[src/rtl/mac_seq_ctrl_if.sv]
// Bundles the job, operand, MAC-loop and result signals of mac_seq_ctrl.
// The slave modport is the controller's view; master is the environment's view.
interface mac_seq_ctrl_if #(
  parameter int LEN_W = 8
);
  logic             start;
  logic [LEN_W-1:0] len;
  logic [7:0]       init;
  logic             in_valid;
  logic             in_ready;
  logic [31:0]      in_a;
  logic [31:0]      in_b;
  logic [31:0]      mac_a;
  logic [31:0]      mac_b;
  logic [7:0]       mac_p;
  logic [7:0]       mac_c;
  logic             out_valid;
  logic             out_ready;
  logic [7:0]       out_data;
  logic             busy;

  modport slave (
    input  start, len, init, in_valid, in_a, in_b, mac_c, out_ready,
    output in_ready, mac_a, mac_b, mac_p, out_valid, out_data, busy
  );

  modport master (
    output start, len, init, in_valid, in_a, in_b, mac_c, out_ready,
    input  in_ready, mac_a, mac_b, mac_p, out_valid, out_data, busy
  );
endinterface

[src/rtl/mac_seq_ctrl.sv]
// Sequencer for an external combinational 4-lane int8 MAC: streams operand words into it,
// feeds the MAC result back as the next accumulator and returns the mod-256 dot product.
module mac_seq_ctrl #(
  parameter int LEN_W = 8
) (
  input  logic            clk,
  input  logic            rst_n,
  mac_seq_ctrl_if.slave   bus
);

  typedef enum logic [1:0] {
    IDLE  = 2'd0,
    RUN   = 2'd1,
    DRAIN = 2'd2,
    DONE  = 2'd3
  } state_t;

  localparam logic [LEN_W-1:0] CNT_ONE  = LEN_W'(1);
  localparam logic [LEN_W-1:0] CNT_ZERO = LEN_W'(0);

  state_t           state_q;
  logic [7:0]       acc_q;
  logic [7:0]       acc_d;
  logic [LEN_W-1:0] cnt_q;
  logic [31:0]      op_a_q;
  logic [31:0]      op_b_q;
  logic             op_vld_q;
  logic             in_ready_q;
  logic             out_valid_q;
  logic             busy_q;
  logic             hs_s;

  assign hs_s = in_ready_q & bus.in_valid;

  // The MAC output is only meaningful while a registered beat is presented to it.
  always_comb begin
    acc_d = acc_q;
    if (op_vld_q) begin
      acc_d = bus.mac_c;
    end else begin
      acc_d = acc_q;
    end
  end

  always_ff @(posedge clk or negedge rst_n) begin
    if (!rst_n) begin
      state_q     <= IDLE;
      acc_q       <= 8'd0;
      cnt_q       <= CNT_ZERO;
      op_a_q      <= 32'd0;
      op_b_q      <= 32'd0;
      op_vld_q    <= 1'b0;
      in_ready_q  <= 1'b0;
      out_valid_q <= 1'b0;
      busy_q      <= 1'b0;
    end else begin
      acc_q <= acc_d;
      case (state_q)
        IDLE: begin
          op_vld_q <= 1'b0;
          if (bus.start) begin
            acc_q  <= bus.init;
            cnt_q  <= bus.len;
            busy_q <= 1'b1;
            if (bus.len != CNT_ZERO) begin
              state_q    <= RUN;
              in_ready_q <= 1'b1;
            end else begin
              state_q     <= DONE;
              out_valid_q <= 1'b1;
            end
          end
        end
        RUN: begin
          if (hs_s) begin
            op_a_q   <= bus.in_a;
            op_b_q   <= bus.in_b;
            op_vld_q <= 1'b1;
            cnt_q    <= cnt_q - CNT_ONE;
            if (cnt_q == CNT_ONE) begin
              state_q    <= DRAIN;
              in_ready_q <= 1'b0;
            end
          end else begin
            op_vld_q <= 1'b0;
          end
        end
        // The last beat retires into acc on this edge; the result is final in DONE.
        DRAIN: begin
          op_vld_q    <= 1'b0;
          state_q     <= DONE;
          out_valid_q <= 1'b1;
        end
        DONE: begin
          op_vld_q <= 1'b0;
          if (bus.out_ready) begin
            state_q     <= IDLE;
            out_valid_q <= 1'b0;
            busy_q      <= 1'b0;
          end
        end
        default: begin
          state_q     <= IDLE;
          op_vld_q    <= 1'b0;
          in_ready_q  <= 1'b0;
          out_valid_q <= 1'b0;
          busy_q      <= 1'b0;
        end
      endcase
    end
  end

  assign bus.in_ready  = in_ready_q;
  assign bus.out_valid = out_valid_q;
  assign bus.busy      = busy_q;
  assign bus.out_data  = acc_q;
  assign bus.mac_p     = acc_q;
  assign bus.mac_a     = op_vld_q ? op_a_q : 32'd0;
  assign bus.mac_b     = op_vld_q ? op_b_q : 32'd0;

endmodule

[src/flat_wrapper.sv]
// flat-port wrapper written by rule: the top's interface ports become plain ports
module mac_seq_ctrl_flat 
#(
  parameter int LEN_W = 8
)
  (clk, rst_n, bus_start, bus_len, bus_init, bus_in_valid, bus_in_a, bus_in_b, bus_mac_c, bus_out_ready, bus_in_ready, bus_mac_a, bus_mac_b, bus_mac_p, bus_out_valid, bus_out_data, bus_busy);
  mac_seq_ctrl_if #(.LEN_W(LEN_W)) bus_i ();
  input  logic clk;
  input  logic rst_n;
  input wire logic [$bits(bus_i.start)-1:0] bus_start;
  input wire logic [$bits(bus_i.len)-1:0] bus_len;
  input wire logic [$bits(bus_i.init)-1:0] bus_init;
  input wire logic [$bits(bus_i.in_valid)-1:0] bus_in_valid;
  input wire logic [$bits(bus_i.in_a)-1:0] bus_in_a;
  input wire logic [$bits(bus_i.in_b)-1:0] bus_in_b;
  input wire logic [$bits(bus_i.mac_c)-1:0] bus_mac_c;
  input wire logic [$bits(bus_i.out_ready)-1:0] bus_out_ready;
  output wire logic [$bits(bus_i.in_ready)-1:0] bus_in_ready;
  output wire logic [$bits(bus_i.mac_a)-1:0] bus_mac_a;
  output wire logic [$bits(bus_i.mac_b)-1:0] bus_mac_b;
  output wire logic [$bits(bus_i.mac_p)-1:0] bus_mac_p;
  output wire logic [$bits(bus_i.out_valid)-1:0] bus_out_valid;
  output wire logic [$bits(bus_i.out_data)-1:0] bus_out_data;
  output wire logic [$bits(bus_i.busy)-1:0] bus_busy;
  assign bus_i.start = bus_start;
  assign bus_i.len = bus_len;
  assign bus_i.init = bus_init;
  assign bus_i.in_valid = bus_in_valid;
  assign bus_i.in_a = bus_in_a;
  assign bus_i.in_b = bus_in_b;
  assign bus_i.mac_c = bus_mac_c;
  assign bus_i.out_ready = bus_out_ready;
  assign bus_in_ready = bus_i.in_ready;
  assign bus_mac_a = bus_i.mac_a;
  assign bus_mac_b = bus_i.mac_b;
  assign bus_mac_p = bus_i.mac_p;
  assign bus_out_valid = bus_i.out_valid;
  assign bus_out_data = bus_i.out_data;
  assign bus_busy = bus_i.busy;
  mac_seq_ctrl #(.LEN_W(LEN_W)) u_core (.clk(clk), .rst_n(rst_n), .bus(bus_i));
endmodule
[config.mk]
export PLATFORM = sky130hd
export DESIGN_NAME = mac_seq_ctrl_flat
export DESIGN_NICKNAME = d
export VERILOG_FILES = /design/src/rtl/mac_seq_ctrl_if.sv /design/src/rtl/mac_seq_ctrl.sv /design/src/flat_wrapper.sv
export SDC_FILE = /design/constraint.sdc
export NUM_CORES = 1
export LEC_CHECK = 0
export CAP_MARGIN = 20
export CORE_MARGIN = 5
export CORE_UTILIZATION = 35
export DETAILED_ROUTE_END_ITERATION = 7
export PLACE_DENSITY = 0.7
export SYNTH_ARGS = -nofsm -noshare
export SYNTH_HDL_FRONTEND = slang
export SYNTH_SLANG_ARGS = --single-unit
[constraint.sdc]
create_clock -name clk -period 2.19 [get_ports clk]
set_input_delay 0.438 -clock clk [delete_from_list [all_inputs] [get_ports clk]]
set_output_delay 0.438 -clock clk [all_outputs]
set_load 0.05 [all_outputs]
==> impl_metrics.json <==
{
  "async_reset_ff_frac": 1.00,
  "cpLargestDelayFamily": "buffers and inverters",
  "worstMarginPinSlew_ns": 0.547,
  "ys_seq_area_frac": 0.520,
  "cts_hold_buffers": 0,
  "row_count": 39,
  "total_power_uw": 10000,
  "cap_violations": 0,
  "combPwrFrac": 0.558,
  "via_per_inst": 4.98,
  "powerDensity_nw_per_um2": 1440,
  "cts_root_buf": "clkbuf_16",
  "rr_worst_depth": 7,
  "crit_start": "u_core.bus.in_ready",
  "power_frac_seq": 0.285,
  "cp.depth": 1,
  "cts.sinks": 86,
  "clk_pin_slew_ns": 0.06,
  "rsz0062_at_grt": "false",
  "grt_pass1_wl_um": 18300,
  "max_freq_mhz": 487,
  "nFillCells": 928,
  "synthDistinctLibCells": 40,
  "ys_warn_count": 0,
  "hold_viol_final": 0,
  "clock_path_buffers": 2,
  "clockPowerShare": 0.158,
  "die_y_um": 119,
  "fin_crit_ns": 2.05,
  "grt_usage": 0.162,
  "grt_max_degree": 52,
  "clkLatencyLatePin_ns": 0.34,
  "num_vias": 3303,
  "finClkSkew_ns": 0.00449,
  "grt_overflow_total": 0,
  "core_um2": 11500,
  "cts-htree-levels": 3,
  "setup_slack_ns": 0.136,
  "ir_worst_vdd_uv": 815,
  "finalNetCount": 616,
  "outcome": "finished, final reports clean",
  "timing.hold.ws_ns": 0.0758,
  "synth_ff_type": "dfrtp_1",
  "netlist_top_cells_count": "dfrtp_1, and2_1, mux2_2, o21ai_0, nand2_1",
  "hpwl_um": 8520,
  "synthTopCellsByArea": "dfrtp_1, mux2_2, and2_1",
  "reg2reg_from": "u_core.state_q[1]",
  "routed_wl_um": 11200,
  "grt_pass1_vias": 3453,
  "dp_slack_ns": -0.0398,
  "drive_gt1_frac": 0.310,
  "crit_type": "register to output pin",
  "yosys.area.top_type": "dfrtp_1",
  "die_x_um": 119,
  "ctsResizeCount": 0,
  "drt_iter0_markers": 159,
  "synth-edff-count": 0,
  "syn_nets": 448,
  "path_max_fanout": 5,
  "finalCritPeriodShare": 0.938,
  "end_kind": "output pin",
  "syn_inst": 348,
  "area_growth_pct": 68.8,
  "start_util": 0.359,
  "hold_class": "input port to asynchronous set/reset pin",
  "antenna_found_initial": 0,
  "syn_area_per_cell_um2": 11.9,
  "yosys.area.top_type_share": 0.520,
  "cts_tree": "built",
  "io_pins": 176,
  "synth-seq-cells": 86,
  "switchingPower_uw": 4020,
  "max_slew_margin": 0.634,
  "routedWlPerCell_um": 16.9,
  "p_leak_uw": 0.00288,
  "ant_nets": 0,
  "first_pass_iters": 5,
  "portBuffers": 175,
  "route.detailed.drc": 0,
  "startpoint_type": "register",
  "syn-cell-area_um2": 4140,
  "path_cells": "clkdlybuf4s50_1",
  "arrival_ns": 1.62,
  "crit_slowest_cell": "clkdlybuf4s50_1",
  "final-max-slew-violation-count": 0,
  "antenna-diode-count": 0,
  "cts_setup_buffers": 0,
  "place_congestion": 0.968,
  "crit_required_ns": 1.75,
  "numCtsBuffers": 9,
  "slowest_delay_ns": 0.84,
  "setup_viol": 0,
  "die_area_um2": 14100,
  "cp_num_buf_inv": 1,
  "power.internal_uw": 6030,
  "swShare": 0.400,
  "yosysMostFrequentCell": "dfrtp_1"
}
## per-layer routing
layer	track usage	wire, um	share of wire	vias to the layer above
li1	-	-	-	1529
met1	0.189	4370	0.39	1610
met2	0.282	5920	0.53	146
met3	0.0554	707	0.063	18
met4	0.0471	181	0.016	0
met5	0	0	0	-
## state kept, by name, indices dropped and copies added, names as in the netlist
name                  count
u_core.bus.in_ready       1
u_core.state_q            2
u_core.bus.mac_p          8
u_core.op_vld_q           1
u_core.bus.out_valid      1
u_core.cnt_q              8
u_core.bus.busy           1
u_core.op_a_q            32
u_core.op_b_q            32
## power groups by stage
| stage | registers (uW) | clock network, uW | logic [uW] |
|---|---|---|---|
| finish | 2860 | 1580 | 5600 |
| global route | 2980 | 1710 | 5940 |
| CTS | 2860 | 1630 | 5630 |
| detailed placement | 2890 | 0 | 5630 |
| global placement | 2830 | 0 | 5530 |
| floorplan | 3030 | 0 | 3220 |
## metrics by stage
step	cells	area, um2	util	TNS (ns)
after detailed placement	648	6670	0.579	-0.0398
after CTS	663	6980	0.606	0
after floorplan	348	4140	-	0
final	663	6980	0.606	0
after global placement	648	6670	0.579	0
after global routing	663	6980	0.606	0
## placed cells by master (no fill, tap or decap), drive strengths merged, types with 2 or more instances in the layout
| master | instances |
|---|---|
| dfrtp | 86 |
| a21oi | 5 |
| bufinv | 2 |
| nand2 | 15 |
| a22oi | 3 |
| o21ai | 17 |
| nor2 | 4 |
| a22o | 2 |
| nand3 | 4 |
| a211oi | 2 |
| mux2i | 10 |
| mux2 | 66 |
| ha | 7 |
| o22ai | 2 |
| buf | 74 |
| inv | 8 |
| clkinv | 3 |
| clkbuf | 10 |
| clkdlybuf4s50 | 110 |
| a21o | 2 |
| o2111ai | 2 |
| nor4 | 5 |
| and2 | 67 |
## kinds of logic (layout without fill, tap and decap cells)
logic type / after synthesis / in the layout / share of synthesized area
simple gates: 104 / 104 / 0.148
compound gates: 40 / 40 / 0.0617
buf+inv: 35 / 207 / 0.0454
fa+ha+maj: 7 / 7 / 0.0212
flops: 86 / 86 / 0.520
mux: 76 / 76 / 0.204
## cell type report
| type | count | area [um2] | share of cell area |
|---|---|---|---|
| Inverter | 8 | 35.0 | 0.00502 |
| Clock inverter | 5 | 75.1 | 0.0108 |
| Multi-Input combinational cell | 227 | 1800 | 0.258 |
| Tap cell | 143 | 179 | 0.0256 |
| Clock buffer | 10 | 229 | 0.0328 |
| Timing Repair Buffer | 184 | 2510 | 0.359 |
| Sequential cell | 86 | 2150 | 0.308 |
## final timing paths
check / endpoint / slack, ns
min in group clk: u_core.op_b_q[27] / 0.50
hold / removal: u_core.op_a_q[28] / 0.08
setup reg to reg: u_core.cnt_q[5] / 0.19
max in group asynchronous: u_core.op_b_q[11] / 1.46
setup / recovery: bus_in_ready / 0.14
hold reg to reg: u_core.op_b_q[27] / 0.50
No activity file was read; power rests on OpenSTA's default activity.
